[src/rtl/hazard_pkg.sv]
// Shared widths, forward-select codes, FSM state and shadow-tag types for the hazard controller.
package hazard_pkg;

  localparam int REG_AW = 5;
  localparam int FWD_W  = 2;

  localparam logic [FWD_W-1:0] FORWARD_SEL_EXE = 2'd0;
  localparam logic [FWD_W-1:0] FORWARD_SEL_MEM = 2'd1;
  localparam logic [FWD_W-1:0] FORWARD_SEL_WB  = 2'd2;

  typedef enum logic [1:0] {RUN, LDSTALL, MEMWAIT, FLUSH} haz_state_t;

  typedef struct packed {
    logic              valid;
    logic [REG_AW-1:0] rd;
    logic              reg_write;
    logic              mem_read;
  } stage_tag_t;

  // EXE also carries its sources so forwarding can be resolved there.
  typedef struct packed {
    stage_tag_t        tag;
    logic [REG_AW-1:0] rs1;
    logic [REG_AW-1:0] rs2;
    logic              rs1_used;
    logic              rs2_used;
  } exe_tag_t;

  // A stage supplies register rs when it holds a live writer of it; x0 never matches.
  function automatic logic tag_hit(stage_tag_t t, logic [REG_AW-1:0] rs, logic used);
    return t.valid && t.reg_write && (t.rd != '0) && used && (t.rd == rs);
  endfunction

endpackage

[src/rtl/hazard_tag_stage.sv]
// One shadow pipeline stage register: holds on i_hold, loads an all-zero bubble on i_bubble.
module hazard_tag_stage #(
  parameter type T = hazard_pkg::stage_tag_t
) (
  input  logic clk,
  input  logic rst,
  input  logic i_hold,
  input  logic i_bubble,
  input  T     i_d,
  output T     o_q
);

  T r_q;
  T w_nxt;

  always_comb begin
    w_nxt = i_d;
    if (i_bubble) w_nxt = '0;
  end

  always_ff @(posedge clk) begin
    if (rst)          r_q <= '0;
    else if (!i_hold) r_q <= w_nxt;
  end

  assign o_q = r_q;

endmodule

[src/rtl/hazard_controller.sv]
// RV32I 5-stage hazard sequencer: shadow tags, EXE forwarding selects, stall/flush control.
// Optional WB_FORWARD_EN: forward from WB; otherwise a MEM-stage writer dependency stalls ID one cycle.
module hazard_controller
  import hazard_pkg::*;
(
  input  logic              clk,
  input  logic              rst,
  input  logic              valid_id,
  input  logic [REG_AW-1:0] rs1_addr_id,
  input  logic              rs1_used_id,
  input  logic [REG_AW-1:0] rs2_addr_id,
  input  logic              rs2_used_id,
  input  logic [REG_AW-1:0] rd_addr_id,
  input  logic              reg_write_id,
  input  logic              mem_read_id,
  input  logic              branch_taken,
  input  logic              mem_busy,
  output logic              stall_if,
  output logic              stall_id,
  output logic              stall_pipe,
  output logic              flush_id,
  output logic              flush_exe,
  output logic [FWD_W-1:0]  forward_a_sel,
  output logic [FWD_W-1:0]  forward_b_sel
);

  haz_state_t r_state, w_state_nxt;
  exe_tag_t   w_exe_d, w_exe;
  stage_tag_t w_mem, w_wb;
  logic       w_ld_use, w_mem_dep, w_branch;
  logic       w_unused;

  always_comb begin
    w_exe_d               = '0;
    w_exe_d.tag.valid     = valid_id;
    w_exe_d.tag.rd        = rd_addr_id;
    w_exe_d.tag.reg_write = reg_write_id;
    w_exe_d.tag.mem_read  = mem_read_id;
    w_exe_d.rs1           = rs1_addr_id;
    w_exe_d.rs2           = rs2_addr_id;
    w_exe_d.rs1_used      = rs1_used_id;
    w_exe_d.rs2_used      = rs2_used_id;
  end

  hazard_tag_stage #(.T(exe_tag_t)) u_exe (
    .clk(clk), .rst(rst), .i_hold(stall_pipe), .i_bubble(flush_exe),
    .i_d(w_exe_d), .o_q(w_exe)
  );

  hazard_tag_stage #(.T(stage_tag_t)) u_mem (
    .clk(clk), .rst(rst), .i_hold(stall_pipe), .i_bubble(1'b0),
    .i_d(w_exe.tag), .o_q(w_mem)
  );

  hazard_tag_stage #(.T(stage_tag_t)) u_wb (
    .clk(clk), .rst(rst), .i_hold(stall_pipe), .i_bubble(1'b0),
    .i_d(w_mem), .o_q(w_wb)
  );

  assign w_ld_use = valid_id && w_exe.tag.valid && w_exe.tag.mem_read && (w_exe.tag.rd != '0) &&
                    ((rs1_used_id && (rs1_addr_id == w_exe.tag.rd)) ||
                     (rs2_used_id && (rs2_addr_id == w_exe.tag.rd)));

`ifdef WB_FORWARD_EN
  assign w_mem_dep = 1'b0;
`else
  // No WB path: a consumer two behind its producer re-reads the write-through regfile instead.
  assign w_mem_dep = valid_id && (tag_hit(w_mem, rs1_addr_id, rs1_used_id) ||
                                  tag_hit(w_mem, rs2_addr_id, rs2_used_id));
`endif

  // EXE holds the bubble we just inserted during FLUSH, so it cannot redirect again.
  assign w_branch = branch_taken && (r_state != FLUSH);

  always_comb begin
    w_state_nxt = RUN;
    stall_if    = 1'b0;
    stall_id    = 1'b0;
    stall_pipe  = 1'b0;
    flush_id    = 1'b0;
    flush_exe   = 1'b0;
    if (!rst) begin
      if (mem_busy) begin
        stall_if    = 1'b1;
        stall_id    = 1'b1;
        stall_pipe  = 1'b1;
        w_state_nxt = MEMWAIT;
      end else if (w_branch) begin
        flush_id    = 1'b1;
        flush_exe   = 1'b1;
        w_state_nxt = FLUSH;
      end else if (w_ld_use || w_mem_dep) begin
        stall_if    = 1'b1;
        stall_id    = 1'b1;
        flush_exe   = 1'b1;
        w_state_nxt = LDSTALL;
      end
    end
  end

  always_ff @(posedge clk) begin
    if (rst) r_state <= RUN;
    else     r_state <= w_state_nxt;
  end

  always_comb begin
    forward_a_sel = FORWARD_SEL_EXE;
    forward_b_sel = FORWARD_SEL_EXE;
    if (!rst) begin
      if (tag_hit(w_mem, w_exe.rs1, w_exe.rs1_used)) forward_a_sel = FORWARD_SEL_MEM;
`ifdef WB_FORWARD_EN
      else if (tag_hit(w_wb, w_exe.rs1, w_exe.rs1_used)) forward_a_sel = FORWARD_SEL_WB;
`endif
      if (tag_hit(w_mem, w_exe.rs2, w_exe.rs2_used)) forward_b_sel = FORWARD_SEL_MEM;
`ifdef WB_FORWARD_EN
      else if (tag_hit(w_wb, w_exe.rs2, w_exe.rs2_used)) forward_b_sel = FORWARD_SEL_WB;
`endif
    end
  end

  assign w_unused = ^w_wb;

endmodule

[config.mk]
export PLATFORM = sky130hd
export DESIGN_NAME = hazard_controller
export DESIGN_NICKNAME = d
export VERILOG_FILES = /design/src/rtl/hazard_pkg.sv /design/src/rtl/hazard_tag_stage.sv /design/src/rtl/hazard_controller.sv
export SDC_FILE = /design/constraint.sdc
export NUM_CORES = 1
export LEC_CHECK = 0
export CORE_UTILIZATION = 45
export DETAILED_ROUTE_END_ITERATION = 10
export GPL_ROUTABILITY_DRIVEN = 0
export HOLD_SLACK_MARGIN = 0.15
export PLACE_DENSITY = 0.83
export SYNTH_ARGS = -nofsm -noshare
export SYNTH_HDL_FRONTEND = slang
export SYNTH_SLANG_ARGS = --single-unit
[constraint.sdc]
create_clock -name clk -period 1.8 [get_ports clk]
set_input_delay 0.18 -clock clk [delete_from_list [all_inputs] [get_ports clk]]
set_output_delay 0.18 -clock clk [all_outputs]
set_load 0.02 [all_outputs]
* After elaboration in Yosys (flattened, before gate mapping) *
Cells that the tools add are included.

storage, ports and cells
  flip-flop bits (word level) = 29
  input bits = 24
  output and inout bits = 9

operators by class
  equality and inequality tests = 7
  multiplexer cells = 20
  reduce and logical (&&, ||, !) cells = 24

operator list
  cell                                   number
  == test 5 bit                          6
  two-way mux 20 bit                     1
  logical AND 1 bit                      18
  two-way mux 1 bit                      17
  nonzero test 5 bit                     2
  two-way mux 2 bit                      2
  logical OR 1 bit                       3
  != test 2 bit (second input constant)  1
  OR reduction 2 bit                     1

* Longest topological paths before layout *
Gate-level depths: netlist of run 1.

  word-level depth = 12
  gate-level depth with buffers = 7
  depth with buffers taken out = 5

* Hierarchy *
A second synthesis of run 1 with hierarchy kept.

unflattened totals
  cell total of the unflattened synthesis = 202
  area total of the unflattened synthesis = 1749.2 um^2

by module, submodules not included
  module                    instances  cells each  area an instance (um^2)  sequential area each (um^2)
  hazard_tag_stage (u_exe)  1          89          845.8                    400.4
  hazard_controller         1          77          578.1                    40.0
  hazard_tag_stage (u_mem)  1          36          325.3                    160.2

* Worst setup path after synthesis of run 1 *
OpenSTA, ideal clock, no wires.

  path kind = register -> output
  from = reg u_mem.r_q, in the netlist u_mem.o_q[2]
  to = out stall_if
  arrival = 1.820 ns
  data required time = 1.620 ns
  setup slack = -0.200 ns
  cell stages (with the launch flop) = 7
  buffers on the path = 2
  cell sequence = dfxtp_1 > buf_6 > or3_1 > o311a_1 > a32o_2 > a31o_2 > buf_4

on the way
  longest elaborated chain between the ends = 11
  elaborated cells on any way between the ends = 15
  those cells by class = 2 x eq/ne; 4 x mux; 9 x reduce/logical

RTL lines
  element                           line                     source
  start, declared                   hazard_tag_stage.sv:13   T r_q;
  start signal, assigned            hazard_tag_stage.sv:23   else if (!i_hold) r_q <= w_nxt;
  nonzero test 5 bit                hazard_pkg.sv:31         return t.valid && t.reg_write && (t.rd != '0) && used && (t.rd == rs);
  logical AND 1 bit (3 in a row)    hazard_pkg.sv:31
  logical OR 1 bit *                hazard_controller.sv:68  assign w_mem_dep = valid_id && (tag_hit(w_mem, rs1_addr_id, rs1_used_id) ||
  logical AND 1 bit *               hazard_controller.sv:68
  logical OR 1 bit *                hazard_controller.sv:92  end else if (w_ld_use || w_mem_dep) begin
  two-way mux 1 bit * (4 in a row)  n/a
  end, declared                     hazard_controller.sv:18  output logic stall_if,

Mark *: on every way between the ends. The rest lies on a longest branch, timed or not.

* Worst setup path after layout of run 1 *
  from = reg u_mem.r_q, in the netlist u_mem.o_q[2]
  to = out stall_id

on the way
  longest elaborated chain between the ends = 11
  elaborated cells on any way between the ends = 15
  those cells by class = 2 x eq/ne; 4 x mux; 9 x reduce/logical

RTL lines
  element                         line                     source
  nonzero test 5 bit              hazard_pkg.sv:31
  logical AND 1 bit (3 in a row)  hazard_pkg.sv:31
  logical OR 1 bit *              hazard_controller.sv:68
  logical AND 1 bit *             hazard_controller.sv:68
  logical OR 1 bit *              hazard_controller.sv:92
  two-way mux 1 bit *             hazard_controller.sv:92
  two-way mux 1 bit *             hazard_controller.sv:88  end else if (w_branch) begin
  two-way mux 1 bit *             hazard_controller.sv:83  if (mem_busy) begin
  two-way mux 1 bit *             hazard_controller.sv:82  if (!rst) begin
  end, declared                   hazard_controller.sv:19  output logic stall_id,

Marks and branches as above.

==> results_dict.tcl, run 1 <==
set metrics [dict create \
    final.period_utilization 1.23 \
    p_leak_nw 0.903 \
    cts_buffer_depth 2 \
    drc 0 \
    post_dp_cell_area_um2 2010 \
    critPathLaunchType "flop" \
    crit_type "flop to output port" \
    die_x_um 60.8 \
    io_pins 33 \
    utilization 0.686 \
    via_per_inst 5.30 \
    cp.required_ns 1.62 \
    path_cells "or3_4, o311a_4, a32o_2, a31o_4, buf_2" \
    clkSlewWorstSetupHoldPaths_ns 0.09 \
    synthesis.area_um2 1560 \
    yosysUniqueCellTypes 29 \
    cp_data_arrival_time_ns 2.04 \
    die_y_um 60.8 \
    routed_wl_um 3980 \
    failed_checks "setup timing" \
    syn-instance-count 185 \
    nFillCells 271 \
    rows 20 \
    n_antenna_cell 0 \
    grt-ovfl-total 0 \
    critical-path-top-delay-family "compound AO/OA/AOI/OAI gates" \
    synth_xor_xnor_area_share 0.169 \
    slowest_delay_ns 0.38 \
    cp_slowest_cell "or3_4" \
    grt_usage 0.245 \
    power_density_nw_per_um2 649 \
    rsz0062_at_grt "yes" \
    dpl.hpwl_um 2760 \
    place_ws_ns -0.572 \
    hold_viol 0 \
    post-route-min-period_ns 2.22 \
    synth_compound_area_frac 0.134 \
    ys_seq_area_frac 0.373 \
    finalSetupViolCount 26 \
    path_max_fanout 3 \
    skew_ns 0.00840 \
    fin_setup_tns_ns -3.93 \
    cts_tree "built" \
    ys_warn_count 0 \
    clock-sinks 29 \
    grt_max_degree 22 \
    hp-class "primary input to flop" \
    fin_nets 256 \
    grt_pass1_wl_um 6420 \
    port_buffers 30 \
    synth_top_family_by_area "simple AND/OR/NAND/NOR gates" \
    synth-simple-area-share 0.206 \
    clockRootBuffer "clkbuf_4" \
    antenna_found_initial 0 \
    cts-buffers-inserted 5 \
    synth_fa_ha_area_frac 0 \
    crit_buf_inv 1 \
    ctsHoldBuffers 0 \
    ir_worst_vdd_v 0.000429 \
    fin_ws_ns -0.419 \
    slew_violations 0 \
    initial_core_util 0.493 \
    avgSynthCellArea_um2 8.41 \
    muxShareOfSynthArea 0.0451 \
    grt_pass1_vias 1418 \
    end_kind "output port" \
    yosys_register_bits 29 \
    design_area_um2 2160 \
    vias 1469 \
    final_layout_size_suffix_gt1_frac 0.266 \
    htreeDepth 2 \
    stdcell_count 277 \
    area_delta_synth_final_pct 39.1 \
    first_pass_iters 4 \
    die-area_um2 3700 \
    ant_nets 0 \
    clk_latency_ns 0.34 \
    drv_cap 0 \
    wl_per_cell_um 14.4 \
    drt-initial-drc-count 48 \
    status "finished, violations left" \
    placed_cells 266 \
    max_freq_ghz 0.451 \
    core-area_um2 3150 \
]
[sequential cells by signal (all words and copies together) (netlist names)]
name	flops
u_exe.o_q	20
u_mem.o_q	7
r_state	2
[power breakdown]
group	leakage, nW	internal [W]	switching [W]
logic	0.624	0.000139	0.000119
clock network	0.0413	0.000226	0.000235
registers	0.237	0.000666	0.0000194
total	0.903	0.00103	0.000374
[synthesized netlist by cell type (all sizes together)]
library cell | count | area share
dfxtp | 29 | 0.37
nand2 | 26 | 0.063
xnor2 | 22 | 0.12
nand3 | 21 | 0.068
o21ai | 20 | 0.088
clkbuf | 11 | 0.027
nor2 | 9 | 0.022
xor2 | 8 | 0.045
buf | 7 | 0.039
mux2i | 7 | 0.045
nand4 | 4 | 0.016
o21a | 3 | 0.014
and4 | 2 | 0.011
inv | 2 | 0.0048
nor3 | 2 | 0.0064
nor4 | 2 | 0.0080
o22ai | 2 | 0.0080
a21oi | 1 | 0.0032
a31o | 1 | 0.0056
a32o | 1 | 0.0072
and2 | 1 | 0.0040
conb | 1 | 0.0024
nor2b | 1 | 0.0040
o311a | 1 | 0.0064
or3 | 1 | 0.0040
[metrics by stage]
step	hold WS, ns	total power (W)
after floorplan	0.324	0.000834
after global placement	0.434	0.000949
after detailed placement	0.436	0.000954
after CTS	0.389	0.00141
after global routing	0.396	0.00147
final	0.393	0.00140
[path summary, 6_finish.rpt]
| kind | startpoint | to | slack [ns] | depth (start not counted) |
|---|---|---|---|---|
| min reg2reg | u_exe.o_q[13]$_SDFFE_PP0N_ | u_exe.o_q[13]$_SDFFE_PP0N_ | 0.45 | 2 |
| max | u_mem.o_q[2]$_SDFFE_PP0N_ | stall_id | -0.42 | 5 |
| max reg2reg | u_mem.o_q[2]$_SDFFE_PP0N_ | r_state[0]$_SDFF_PP0_ | -0.19 | 7 |
| min | rd_addr_id[4] | u_exe.o_q[18]$_SDFFE_PP0N_ | 0.39 | 3 |
[area by class of cell]
type	instances	area, um^2	share of cell area
clock buffers	7	65.1	0.0301
multi-input cells	137	923	0.427
repair buffers	57	526	0.243
clock inverters	1	5.00	0.00231
inverters	2	7.51	0.00347
well taps	44	55.1	0.0254
flip-flops and latches	29	582	0.269
[worst register-to-register path, delay by kind of cell (launching register included)]
family | cells | cell delay, ns
DFF | 1 | 0.33
AOI/OAI and AO/OA | 3 | 0.76
and+or+nand+nor | 1 | 0.38
buffers and inverters | 3 | 0.40
[logic make-up (layout without fill, tap and decap cells)]
group	count (synthesis)	after routing
multiplexers	7	7
buffers and inverters	20	67
other	1	2
flip-flops	29	29
AO/OA/AOI/OAI	29	29
AND/OR/NAND/NOR	69	69
XOR/XNOR	30	30
[placed cells by master, fill, tap and decap left out, types with 2 or more instances in the layout]
cell             count
dfxtp_1             28
nand2_1             26
buf_4               24
clkdlybuf4s50_1     23
xnor2_1             22
nand3_1             21
o21ai_2             16
nor2_1               9
xor2_1               8
mux2i_1              7
clkbuf_4             5
nand4_1              4
o21ai_1              4
buf_2                3
inv_1                2
o22ai_1              2
nor3_1               2
nor4_1               2
and4_1               2
o21a_1               2
conb_1               2
clkbuf_8             2
buf_6                2
dlygate4sd2_1        2
[metal layers]
metal  share of wire  global-route usage  vias up
met1            0.43               0.285      699
met3           0.051              0.0768       11
li1                -                   -      716
met5               0                   0        -
met4           0.021               0.107        0
met2            0.50               0.416       43
[repair_timing]
| item | 4_1_cts | 5_1_grt |
|---|---|---|
| gates cloned | 0 | 1 |
| pin swaps | 2 | 10 |
| buffers inserted | 1 | 1 |
| endpoints found under the setup margin | 7 | 26 |
| gates resized for setup | 32 | 10 |
(Power assumes the default switching activity.)
==> run 2, diff against run 1 <==
--- a/config.mk
+++ b/config.mk
@@ -6,6 +6,7 @@
 export NUM_CORES = 1
 export LEC_CHECK = 0
 export CORE_UTILIZATION = 45
+export CTS_CLUSTER_DIAMETER = 60
 export DETAILED_ROUTE_END_ITERATION = 10
 export GPL_ROUTABILITY_DRIVEN = 0
 export HOLD_SLACK_MARGIN = 0.15
==> results of run 2 <==
The final DEF is identical to that of run 1; final timing and power are the same.
==> run 3, diff against run 2 <==
--- a/config.mk
+++ b/config.mk
@@ -5,12 +5,13 @@
 export SDC_FILE = /design/constraint.sdc
 export NUM_CORES = 1
 export LEC_CHECK = 0
-export CORE_UTILIZATION = 45
-export CTS_CLUSTER_DIAMETER = 60
+export CELL_PAD_IN_SITES_DETAIL_PLACEMENT = 1
+export CELL_PAD_IN_SITES_GLOBAL_PLACEMENT = 2
+export CORE_UTILIZATION = 26
 export DETAILED_ROUTE_END_ITERATION = 10
 export GPL_ROUTABILITY_DRIVEN = 0
 export HOLD_SLACK_MARGIN = 0.15
-export PLACE_DENSITY = 0.83
+export PLACE_DENSITY = 0.82
 export SYNTH_ARGS = -nofsm -noshare
 export SYNTH_HDL_FRONTEND = slang
 export SYNTH_SLANG_ARGS = --single-unit
==> run 3 against run 2 <==
Effect of this change:
- the flow still finishes with violations (setup timing)
- worst setup slack better by 0.098 ns
- sequential power is essentially flat
- fmax rose by 4.6%
- critical path depth is the same
- sequential share of layout area increased by 0.35 points
- routed wire length rose by 8.0%
- power up 4.5%
- worst hold slack gained 0.050 ns
- combinational power increased by 2%
- cell count increased by 10%
- largest cell class unchanged
==> results_dict.tcl, run 3 (synthesis results as in run 1) <==
set metrics [dict create \
    final.period_utilization 1.18 \
    grt-ovfl-total 0 \
    ctsHoldBuffers 0 \
    path_max_fanout 3 \
    cp_slowest_cell "or3_4" \
    max_freq_ghz 0.471 \
    power_density_nw_per_um2 687 \
    clkSlewWorstSetupHoldPaths_ns 0.07 \
    core-area_um2 5640 \
    area_delta_synth_final_pct 37.3 \
    place_ws_ns -0.588 \
    grt_usage 0.148 \
    post_cts_buffers 0 \
    status "finished, violations left" \
    placed_cells 297 \
    drc 0 \
    skew_ns 0.00328 \
    failed_checks "setup timing" \
    post-route-min-period_ns 2.12 \
    die-area_um2 6290 \
    grt_pass1_wl_um 6920 \
    wl_per_cell_um 14.1 \
    slew_violations 0 \
    stdcell_count 305 \
    critical-path-top-delay-family "compound AO/OA/AOI/OAI gates" \
    rows 27 \
    cts_buffer_depth 2 \
    io_pins 33 \
    rsz0062_at_grt "yes" \
    fin_ws_ns -0.322 \
    ir_worst_vdd_v 0.000266 \
    whs_ns 0.442 \
    routed_wl_um 4300 \
    hp-class "flop to flop" \
    layout_common_cells "28 x dfxtp_1, 27 x buf_4, 26 x nand2_1, 23 x clkdlybuf4s50_1, 22 x xnor2_1" \
    final_layout_size_suffix_gt1_frac 0.236 \
    crit_type "flop to output port" \
    clockRootBuffer "clkbuf_8" \
    port_buffers 30 \
    fin_nets 256 \
    dpl.hpwl_um 3360 \
    via_per_inst 4.67 \
    drt-initial-drc-count 47 \
    largest_register_ffs 20 \
    n_antenna_cell 0 \
    post_dp_cell_area_um2 2070 \
    initial_core_util 0.276 \
    die_y_um 79.3 \
    p_leak_nw 0.887 \
    cts-buffers-inserted 5 \
    first_pass_iters 3 \
    grt_max_degree 22 \
    clk_latency_ns 0.28 \
    slowest_delay_ns 0.37 \
    drv_cap 0 \
    htreeDepth 2 \
    grt_pass1_vias 1389 \
    utilization 0.379 \
    layout_commonest_cell "dfxtp_1" \
    antenna_found_initial 0 \
    die_x_um 79.3 \
    critPathLaunchType "flop" \
    end_kind "output port" \
    cp.required_ns 1.62 \
    cts_tree "built" \
    crit_buf_inv 1 \
    path_cells "or3_4, o311a_1, a32o_2, a31o_4, buf_2" \
    finalSetupViolCount 22 \
    cp_data_arrival_time_ns 1.94 \
    clock-sinks 29 \
    design_area_um2 2140 \
    hold_viol 0 \
    vias 1423 \
    ant_nets 0 \
]
## run 3: cell count changes in the layout (fill, tap and decap cells not counted), moves of 2 or more
| cell | previous run | this run |
|---|---|---|
| o21ai_0 | 0 | 2 |
| clkbuf_8 | 2 | 5 |
| o21ai_2 | 16 | 10 |
| o21ai_1 | 4 | 8 |
| clkbuf_4 | 5 | 0 |
| buf_4 | 24 | 27 |
## run 3: cell type report
type | instances | area [um^2]
flip-flops and latches | 29 | 582
multi-input cells | 137 | 892
inverters | 2 | 7.51
clock buffers | 6 | 72.6
well taps | 72 | 90.1
fillers | 668 | 3510
clock inverters | 2 | 10.0
repair buffers | 57 | 482
## run 3: layer usage
layer	vias up	global-route usage	part of all wire
met3	5	0.0368	0.034
met5	-	0	0
li1	714	-	-
met4	0	0.0491	0.0088
met2	24	0.252	0.50
met1	680	0.181	0.46
## run 3: timing repair
action	4_1_cts	5_1_grt
gates resized for setup	27	0
hold endpoints to repair	0	0
setup endpoints to repair	26	26
cloned	0	0
## run 3: metrics by stage
step / setup TNS (ns) / total power, W
final: -1.55 / 0.00147
after global routing: -4.65 / 0.00153
after CTS: -1.78 / 0.00149
after detailed placement: -7.13 / 0.000968
after global placement: -6.75 / 0.000963
after floorplan: -0.165 / 0.000834
## run 3: power breakdown
| part | internal (W) | switching, W | leakage, nW |
|---|---|---|---|
| Clock | 0.000267 | 0.000252 | 0.0450 |
| Sequential | 0.000667 | 0.0000193 | 0.237 |
| Combinational | 0.000141 | 0.000121 | 0.605 |
| Total | 0.00108 | 0.000392 | 0.887 |
## run 3: worst paths after layout
kind | slack, ns | endpoint | cells after the start | startpoint
worst max-delay path | -0.32 | stall_id | 5 | u_mem.o_q[2]$_SDFFE_PP0N_
worst min-delay path | 0.44 | u_exe.o_q[1]$_SDFFE_PP0N_ | 2 | u_exe.o_q[1]$_SDFFE_PP0N_
worst max register to register | -0.05 | u_exe.o_q[10]$_SDFFE_PP0N_ | 7 | u_mem.o_q[4]$_SDFFE_PP0N_
worst min register to register | 0.44 | u_exe.o_q[1]$_SDFFE_PP0N_ | 2 | u_exe.o_q[1]$_SDFFE_PP0N_
## run 3: tightest hold or removal path: stages (launching register included)
cell and delay [ns]:
dfxtp_1 0.31, nand2_1 0.05, o21ai_1 0.05
